--- config.mk ---
export PLATFORM = sky130hd
export DESIGN_NAME = gpio_sw_debounce
export DESIGN_NICKNAME = d
export VERILOG_FILES = /design/src/rtl/gpio_sw_debounce.sv
export SDC_FILE = /design/constraint.sdc
export NUM_CORES = 1
export LEC_CHECK = 0
export ABC_AREA = 1
export CAP_MARGIN = 30
export CORE_ASPECT_RATIO = 1.5
export CORE_MARGIN = 5
export CORE_UTILIZATION = 55
export CTS_BUF_LIST = sky130_fd_sc_hd__clkbuf_8
export CTS_CLUSTER_SIZE = 24
export DETAILED_ROUTE_END_ITERATION = 12
export PLACE_DENSITY = 0.75
export SYNTH_ARGS = -nofsm -noshare
export SYNTH_HDL_FRONTEND = slang
export SYNTH_SLANG_ARGS = --single-unit
--- constraint.sdc ---
create_clock -name clk -period 4.66 [get_ports clk]
set_input_delay 1.398 -clock clk [delete_from_list [all_inputs] [get_ports clk]]
set_output_delay 1.398 -clock clk [all_outputs]
set_load 0.02 [all_outputs]
--- src/rtl/gpio_sw_debounce.sv ---
`default_nettype none
// ============================================================================
// Module   : gpio_sw_debounce
// Brief    : Per-switch synchronizer + debounce FSM for GPIO_SW inputs.
//            Produces clean level, rise/fall pulses, press toggle and a
//            wrapping 8-bit press counter per switch.
// Revision : 1.0 - initial release
// ============================================================================
module gpio_sw_debounce #(
  parameter int NUM_SW          = 2,
  parameter int SYNC_STAGES     = 2,
  parameter int DEBOUNCE_CYCLES = 1_000_000
) (
  input  logic                  clk,
  input  logic                  rst,
  input  logic [NUM_SW-1:0]     sw_i,
  output logic [NUM_SW-1:0]     sw_o,
  output logic [NUM_SW-1:0]     rise_o,
  output logic [NUM_SW-1:0]     fall_o,
  output logic [NUM_SW-1:0]     toggle_o,
  output logic [8*NUM_SW-1:0]   press_cnt_o
);

  localparam int CW = $clog2(DEBOUNCE_CYCLES + 1);

  // Commit fires on the edge where the stable run reaches DEBOUNCE_CYCLES;
  // the counter already holds 1 when the WAIT state is entered.
  localparam logic [CW-1:0] c_last = CW'(DEBOUNCE_CYCLES - 1);
  localparam logic [CW-1:0] c_one  = CW'(1);
  localparam logic [CW-1:0] c_max  = {CW{1'b1}};

  typedef enum logic [1:0] {
    ST_STABLE_LO = 2'd0,
    ST_WAIT_HI   = 2'd1,
    ST_STABLE_HI = 2'd2,
    ST_WAIT_LO   = 2'd3
  } state_t;

  for (genvar i = 0; i < NUM_SW; i++) begin : g_lane
    (* ASYNC_REG = "TRUE" *) logic r_sync_head;
    logic [SYNC_STAGES-2:0] r_sync_tail;
    logic                   w_sync;
    state_t                 r_state;
    logic [CW-1:0]          r_cnt;
    logic                   r_level;
    logic                   r_rise;
    logic                   r_fall;
    logic                   r_toggle;
    logic [7:0]             r_press;

    assign w_sync = r_sync_tail[SYNC_STAGES-2];

    // Synchronizer chain bringing the raw switch into the clk domain
    always_ff @(posedge clk) begin
      if (rst) begin
        r_sync_head <= 1'b0;
        r_sync_tail <= '0;
      end else begin
        r_sync_head    <= sw_i[i];
        r_sync_tail[0] <= r_sync_head;
        for (int k = 1; k < SYNC_STAGES - 1; k++) begin
          r_sync_tail[k] <= r_sync_tail[k-1];
        end
      end
    end

    // Debounce FSM; all outputs update on the commit edge
    always_ff @(posedge clk) begin
      if (rst) begin
        r_state  <= ST_STABLE_LO;
        r_cnt    <= '0;
        r_level  <= 1'b0;
        r_rise   <= 1'b0;
        r_fall   <= 1'b0;
        r_toggle <= 1'b0;
        r_press  <= 8'd0;
      end else begin
        r_rise <= 1'b0;
        r_fall <= 1'b0;
        case (r_state)
          ST_STABLE_LO: begin
            if (w_sync) begin
              r_state <= ST_WAIT_HI;
              r_cnt   <= c_one;
            end
          end
          ST_WAIT_HI: begin
            if (!w_sync) begin
              r_state <= ST_STABLE_LO;
              r_cnt   <= '0;
            end else if (r_cnt >= c_last) begin
              r_state  <= ST_STABLE_HI;
              r_cnt    <= '0;
              r_level  <= 1'b1;
              r_rise   <= 1'b1;
              r_toggle <= ~r_toggle;
              r_press  <= r_press + 8'd1;
            end else if (r_cnt != c_max) begin
              r_cnt <= r_cnt + c_one;
            end
          end
          ST_STABLE_HI: begin
            if (!w_sync) begin
              r_state <= ST_WAIT_LO;
              r_cnt   <= c_one;
            end
          end
          ST_WAIT_LO: begin
            if (w_sync) begin
              r_state <= ST_STABLE_HI;
              r_cnt   <= '0;
            end else if (r_cnt >= c_last) begin
              r_state <= ST_STABLE_LO;
              r_cnt   <= '0;
              r_level <= 1'b0;
              r_fall  <= 1'b1;
            end else if (r_cnt != c_max) begin
              r_cnt <= r_cnt + c_one;
            end
          end
          default: begin
            r_state <= ST_STABLE_LO;
            r_cnt   <= '0;
          end
        endcase
      end
    end

    assign sw_o[i]              = r_level;
    assign rise_o[i]            = r_rise;
    assign fall_o[i]            = r_fall;
    assign toggle_o[i]          = r_toggle;
    assign press_cnt_o[8*i +: 8] = r_press;
  end

endmodule
`default_nettype wire
== Yosys cells after proc, flatten, opt, wreduce, memory -nomap -nowiden ==
Cells that the tools add are included.

* Reductions and logical operators: 16
* Eq/ne operators: 24
* Muxes and demuxes: 40
* Add/sub/neg operators: 4
* Bitwise logic cells: 8
* Magnitude comparators: 2

{| class="wikitable"
|+ Operators with widths
! kind !! number
|-
| two-way mux 20 bit || 12
|-
| one-hot mux 20 bit (4 select lines) || 2
|-
| adder 20 x 1 -> 20 bit, second input constant || 2
|-
| >= comparator 20 bit, second input constant || 2
|-
| != test 20 bit, second input constant || 2
|-
| two-way mux 2 bit || 12
|-
| != test 2 bit, second input constant || 12
|-
| adder 8 x 1 -> 8 bit, second input constant || 2
|-
| one-hot mux 2 bit (4 select lines) || 2
|-
| != test 3 bit, second input constant || 4
|-
| OR reduction 3 bit || 4
|-
| two-way mux 1 bit || 10
|-
| AND reduction 5 bit || 2
|-
| equality test 2 bit, second input constant || 4
|-
| NOT 1 bit || 8
|-
| AND reduction 4 bit || 2
|-
| AND reduction 3 bit || 2
|-
| equality test 2 x 1 -> 1 bit, second input constant || 2
|-
| logical NOT 2 bit || 2
|-
| one-hot mux 1 bit (2 select lines) || 2
|-
| AND reduction 2 bit || 2
|-
| nonzero test 2 bit || 2
|}

* Input bits: 4
* Output and inout bits: 24
* Logic and storage cells: 112
* Register bits: 72

== Depth between registers and ports, before layout ==
* Word-level depth: 5
* Gate-level depth with buffers: 13
* Mapped depth without buffers: 13

== Least setup slack after synthesis ==
OpenSTA, ideal clock, no wires.

* Path kind: input-to-reg
* Start point: input port rst
* End point: register with a tool-made name
* Cell stages on the path: 5
* Path slack: 2.404 ns
* Required time: 4.538 ns
* Data arrival time: 2.134 ns
* Path buffers: 2
* Setup time: 0.122 ns
* Path through: clkbuf_1 > inv_1 > clkbuf_1 > o211ai_1 > o21ai_1

{| class="wikitable"
|+ RTL lines
! item !! RTL line !! source
|-
| start: declaration || 15 || <nowiki>input logic rst,</nowiki>
|}

== Worst setup path after layout ==
* Start point: register g_lane[1].r_press[2]
* End point: output port press_cnt_o[10]

{| class="wikitable"
|+ RTL lines
! item !! RTL line !! source
|-
| start: declaration || 49 || <nowiki>logic [7:0] r_press;</nowiki>
|-
| start signal: assignment || 97 || <nowiki>r_press <= r_press + 8'd1;</nowiki>
|-
| end: declaration || 21 || <nowiki>output logic [8*NUM_SW-1:0] press_cnt_o</nowiki>
|}

No word-level cell between the ends.

==> metrics.json <==
{
  "timing.setup.tns": {"value": 0, "unit": "ps"},
  "criticalPathCategory": {"value": "reg -> out"},
  "clock_sink_count": {"value": 72},
  "path_buf_inv": {"value": 1},
  "pin_count_of_the_biggest_net_entering_global_routing": {"value": 28},
  "worst_path_largest_cell_delay": {"value": 650, "unit": "ps"},
  "route.vias.total": {"value": 4136},
  "gp_congestion": {"value": 0.924},
  "ctsLongestPathBuffers": {"value": 2},
  "drcViolationCount": {"value": 0},
  "fmax_achieved": {"value": 349, "unit": "MHz"},
  "finalNetCount": {"value": 677},
  "cts_resized": {"value": 0},
  "synth-seq-area-share": {"value": 0.331},
  "post_dp_cell_area": {"value": 0.00458, "unit": "mm2"},
  "die_h": {"value": 119, "unit": "um"},
  "post_cts_hold_buffer_count": {"value": 0},
  "power.static_leakage": {"value": 1.83, "unit": "nW"},
  "postSynth.topFlopCell": {"value": "dfxtp_1"},
  "final.setup_skew": {"value": 7.46, "unit": "ps"},
  "flow.area_growth_from_synthesis": {"value": 10.8, "unit": "%"},
  "site_row_count": {"value": 39},
  "irDropWorstVdd": {"value": 0.207, "unit": "mV"},
  "worst-endpoint-required": {"value": 3260, "unit": "ps"},
  "ctsHtreeMaxLevel": {"value": 3},
  "grt_antenna_before_repair": {"value": 0},
  "synth-async-reset-ratio": {"value": 0},
  "groute.usage.overall": {"value": 0.216},
  "critPathTopFamily": {"value": "buffers and inverters"},
  "startpoint": {"value": "g_lane[1].r_press[2]"},
  "antenna-diode-count": {"value": 0},
  "die_width": {"value": 82.6, "unit": "um"},
  "share_of_final_layout_standard_cells_stronger_than_drive_strength_1": {"value": 0.116},
  "finish.instance_area": {"value": 0.00482, "unit": "mm2"},
  "synth.ff_latch_count": {"value": 72},
  "filler_cell_count_in_the_final_layout": {"value": 735},
  "status": {"value": "completed"},
  "ports": {"value": 28},
  "tightestPinTransition": {"value": 879, "unit": "ps"},
  "cts-buffers-inserted": {"value": 9},
  "syn-instance-count": {"value": 656},
  "preCtsSetupSlack": {"value": 1760, "unit": "ps"},
  "final_min_period_over_clock_period": {"value": 0.615},
  "initial_utilization": {"value": 0.568},
  "setup-violations-final": {"value": 0},
  "slew_headroom": {"value": 0.413},
  "synth_nets": {"value": 664},
  "cts_root_buffer": {"value": "clkbuf_8"},
  "dp.final_hpwl": {"value": 7110, "unit": "um"},
  "reg2reg_from": {"value": "g_lane[1].r_cnt[0]"},
  "yosys_cell_types": {"value": 37},
  "synth_area_per_cell": {"value": 6.63, "unit": "um2"},
  "number_of_synthesized_flops_with_an_enable_pin": {"value": 0},
  "core": {"value": 0.00766, "unit": "mm2"},
  "max-cap-violations": {"value": 0},
  "globalRouteOverflowTotal": {"value": 0},
  "antenna_violating_nets_post_route": {"value": 0},
  "avgRoutedWirePerCell": {"value": 12.7, "unit": "um"},
  "mean_number_of_vias_per_cell": {"value": 5.33},
  "hold_path.class": {"value": "reg -> reg"},
  "layout_setup_ws": {"value": 1790, "unit": "ps"},
  "rsz0062_at_grt": {"value": "false"},
  "cellPowerDensity": {"value": 262, "unit": "mW/mm2"},
  "first_iter_violations": {"value": 186},
  "crit_slowest_cell": {"value": "clkdlybuf4s50_1"},
  "detail_route.wirelength": {"value": 9840, "unit": "um"},
  "grt_first_pass_wirelength": {"value": 17000, "unit": "um"},
  "tritoncts": {"value": "yes"},
  "syn-cell-area": {"value": 0.00435, "unit": "mm2"},
  "yosys_warnings": {"value": 0},
  "post-cts-setup-buffers": {"value": 0},
  "final_hold_viol_count": {"value": 0},
  "io_buffer_count": {"value": 27},
  "worstSetupEndpointType": {"value": "output pin"},
  "clk-insertion-delay-late": {"value": 360, "unit": "ps"},
  "holdCritStartpoint": {"value": "g_lane[0].r_sync_head"},
  "arrival": {"value": 1470, "unit": "ps"},
  "cts.clk_slew.worst_paths": {"value": 70, "unit": "ps"},
  "final_max_slew_viol_count": {"value": 0},
  "final_core_utilization": {"value": 0.630},
  "path_cells": {"value": "clkdlybuf4s50_1"},
  "final_period_minus_worst_setup_slack": {"value": 2870, "unit": "ps"},
  "maximum_fanout_count_along_the_critical_path": {"value": 7},
  "drt_first_pass_iters": {"value": 5},
  "die_area": {"value": 0.00983, "unit": "mm2"},
  "worst_setup_path_start_kind": {"value": "register"},
  "grt_pass1_vias": {"value": 3849}
}
-- sequential cells by signal, summed over array words and instances, names as in the netlist, named ones only --
| register | count |
|---|---|
| g_lane.r_sync_head | 2 |
| g_lane.r_level | 2 |
| g_lane.r_sync_tail | 2 |
| g_lane.r_rise | 2 |
| g_lane.r_fall | 2 |
| g_lane.r_state | 2 |
| g_lane.r_press | 16 |
| g_lane.r_cnt | 40 |
| g_lane.r_toggle | 2 |
-- worst min-delay path: stages, from the launching register on --
cell and delay (ps):
dfxtp_1 300, inv_1 40, nor2_1 30
-- cell usage after synthesis, types with 2 or more instances --
cell type	n	area, um2
nor2_4	7	78.8
a21oi_1	46	230
xnor2_1	11	96.3
nand2_2	6	37.5
o21ai_2	2	17.5
nor3_1	12	60.1
or2_2	4	25.0
nand4_1	22	138
dfxtp_1	72	1440
a21oi_2	7	61.3
xor2_1	5	43.8
nand2_1	180	676
inv_2	5	18.8
o21ai_0	25	125
buf_6	5	56.3
clkbuf_1	7	26.3
nor2_2	14	87.6
a31oi_1	2	12.5
buf_2	5	25.0
o21ai_1	3	15.0
nand3_1	45	225
nand3_4	4	70.1
nand2_4	2	22.5
ha_1	4	50.1
inv_1	71	267
buf_4	9	67.6
nand3_2	5	50.1
nor2_1	67	251
-- per-stage QoR --
stage               hold WS (ps)  std cells  power, W
floorplan                    388        656  0.000666
global placement             396        760  0.000677
detailed placement           393        760  0.000678
CTS                          397        776   0.00128
global route                 429        776   0.00132
finish                       400        776   0.00127
-- metal layers --
metal	global-route usage	share of wire	vias up
li1	-	-	2123
met1	0.236	0.40	1910
met2	0.385	0.53	75
met3	0.0431	0.035	28
met4	0.100	0.035	0
met5	0	0	-
-- area by class of cell --
cell class,instances,area [um2],share of cell area
flip-flops and latches,72,1440,0.299
clock inverters,7,119,0.0246
clock buffers,9,124,0.0257
well taps,102,128,0.0265
repair buffers,29,280,0.0581
multi-input cells,480,2440,0.506
inverters,77,290,0.0602
-- power by group --
part	internal, W	switching (W)	total [W]
logic	0.0000103	0.0000292	0.0000395
clock network	0.000356	0.000246	0.000602
registers	0.000618	0.00000522	0.000624
-- logic make-up after synthesis --
logic type | count (synthesis) | share of synthesized area
and+or+nand+nor | 372 | 0.406
xor gates and xnor gates | 16 | 0.0322
adders and majority gates | 4 | 0.0115
DFF | 72 | 0.331
AOI/OAI and AO/OA | 88 | 0.111
buffers and inverters | 104 | 0.108
-- cell usage in the layout (no fill, tap or decap), drive strengths merged --
cell type,count
inv,77
xnor2,11
clkinvlp,2
nand4,23
bufinv,3
a31oi,2
ha,4
clkbuf,9
nand3b,1
clkinv,2
a211oi,1
clkdlybuf4s50,26
nand3,54
nor3,13
nor2,88
or2,4
a21oi,53
xor2,5
o21bai,1
o211ai,1
nor4,1
buf,3
nand2,188
o21ai,30
dfxtp,72
-- final timing paths --
path	end	slack (ps)	cells past startpoint
max	press_cnt_o[10]	1790	1
min	g_lane[0].r_sync_tail	400	2
min reg2reg	g_lane[0].r_sync_tail	400	2
max reg2reg	g_lane[1].r_press[4]	2590	11
Power figures use the tool's default switching activity.
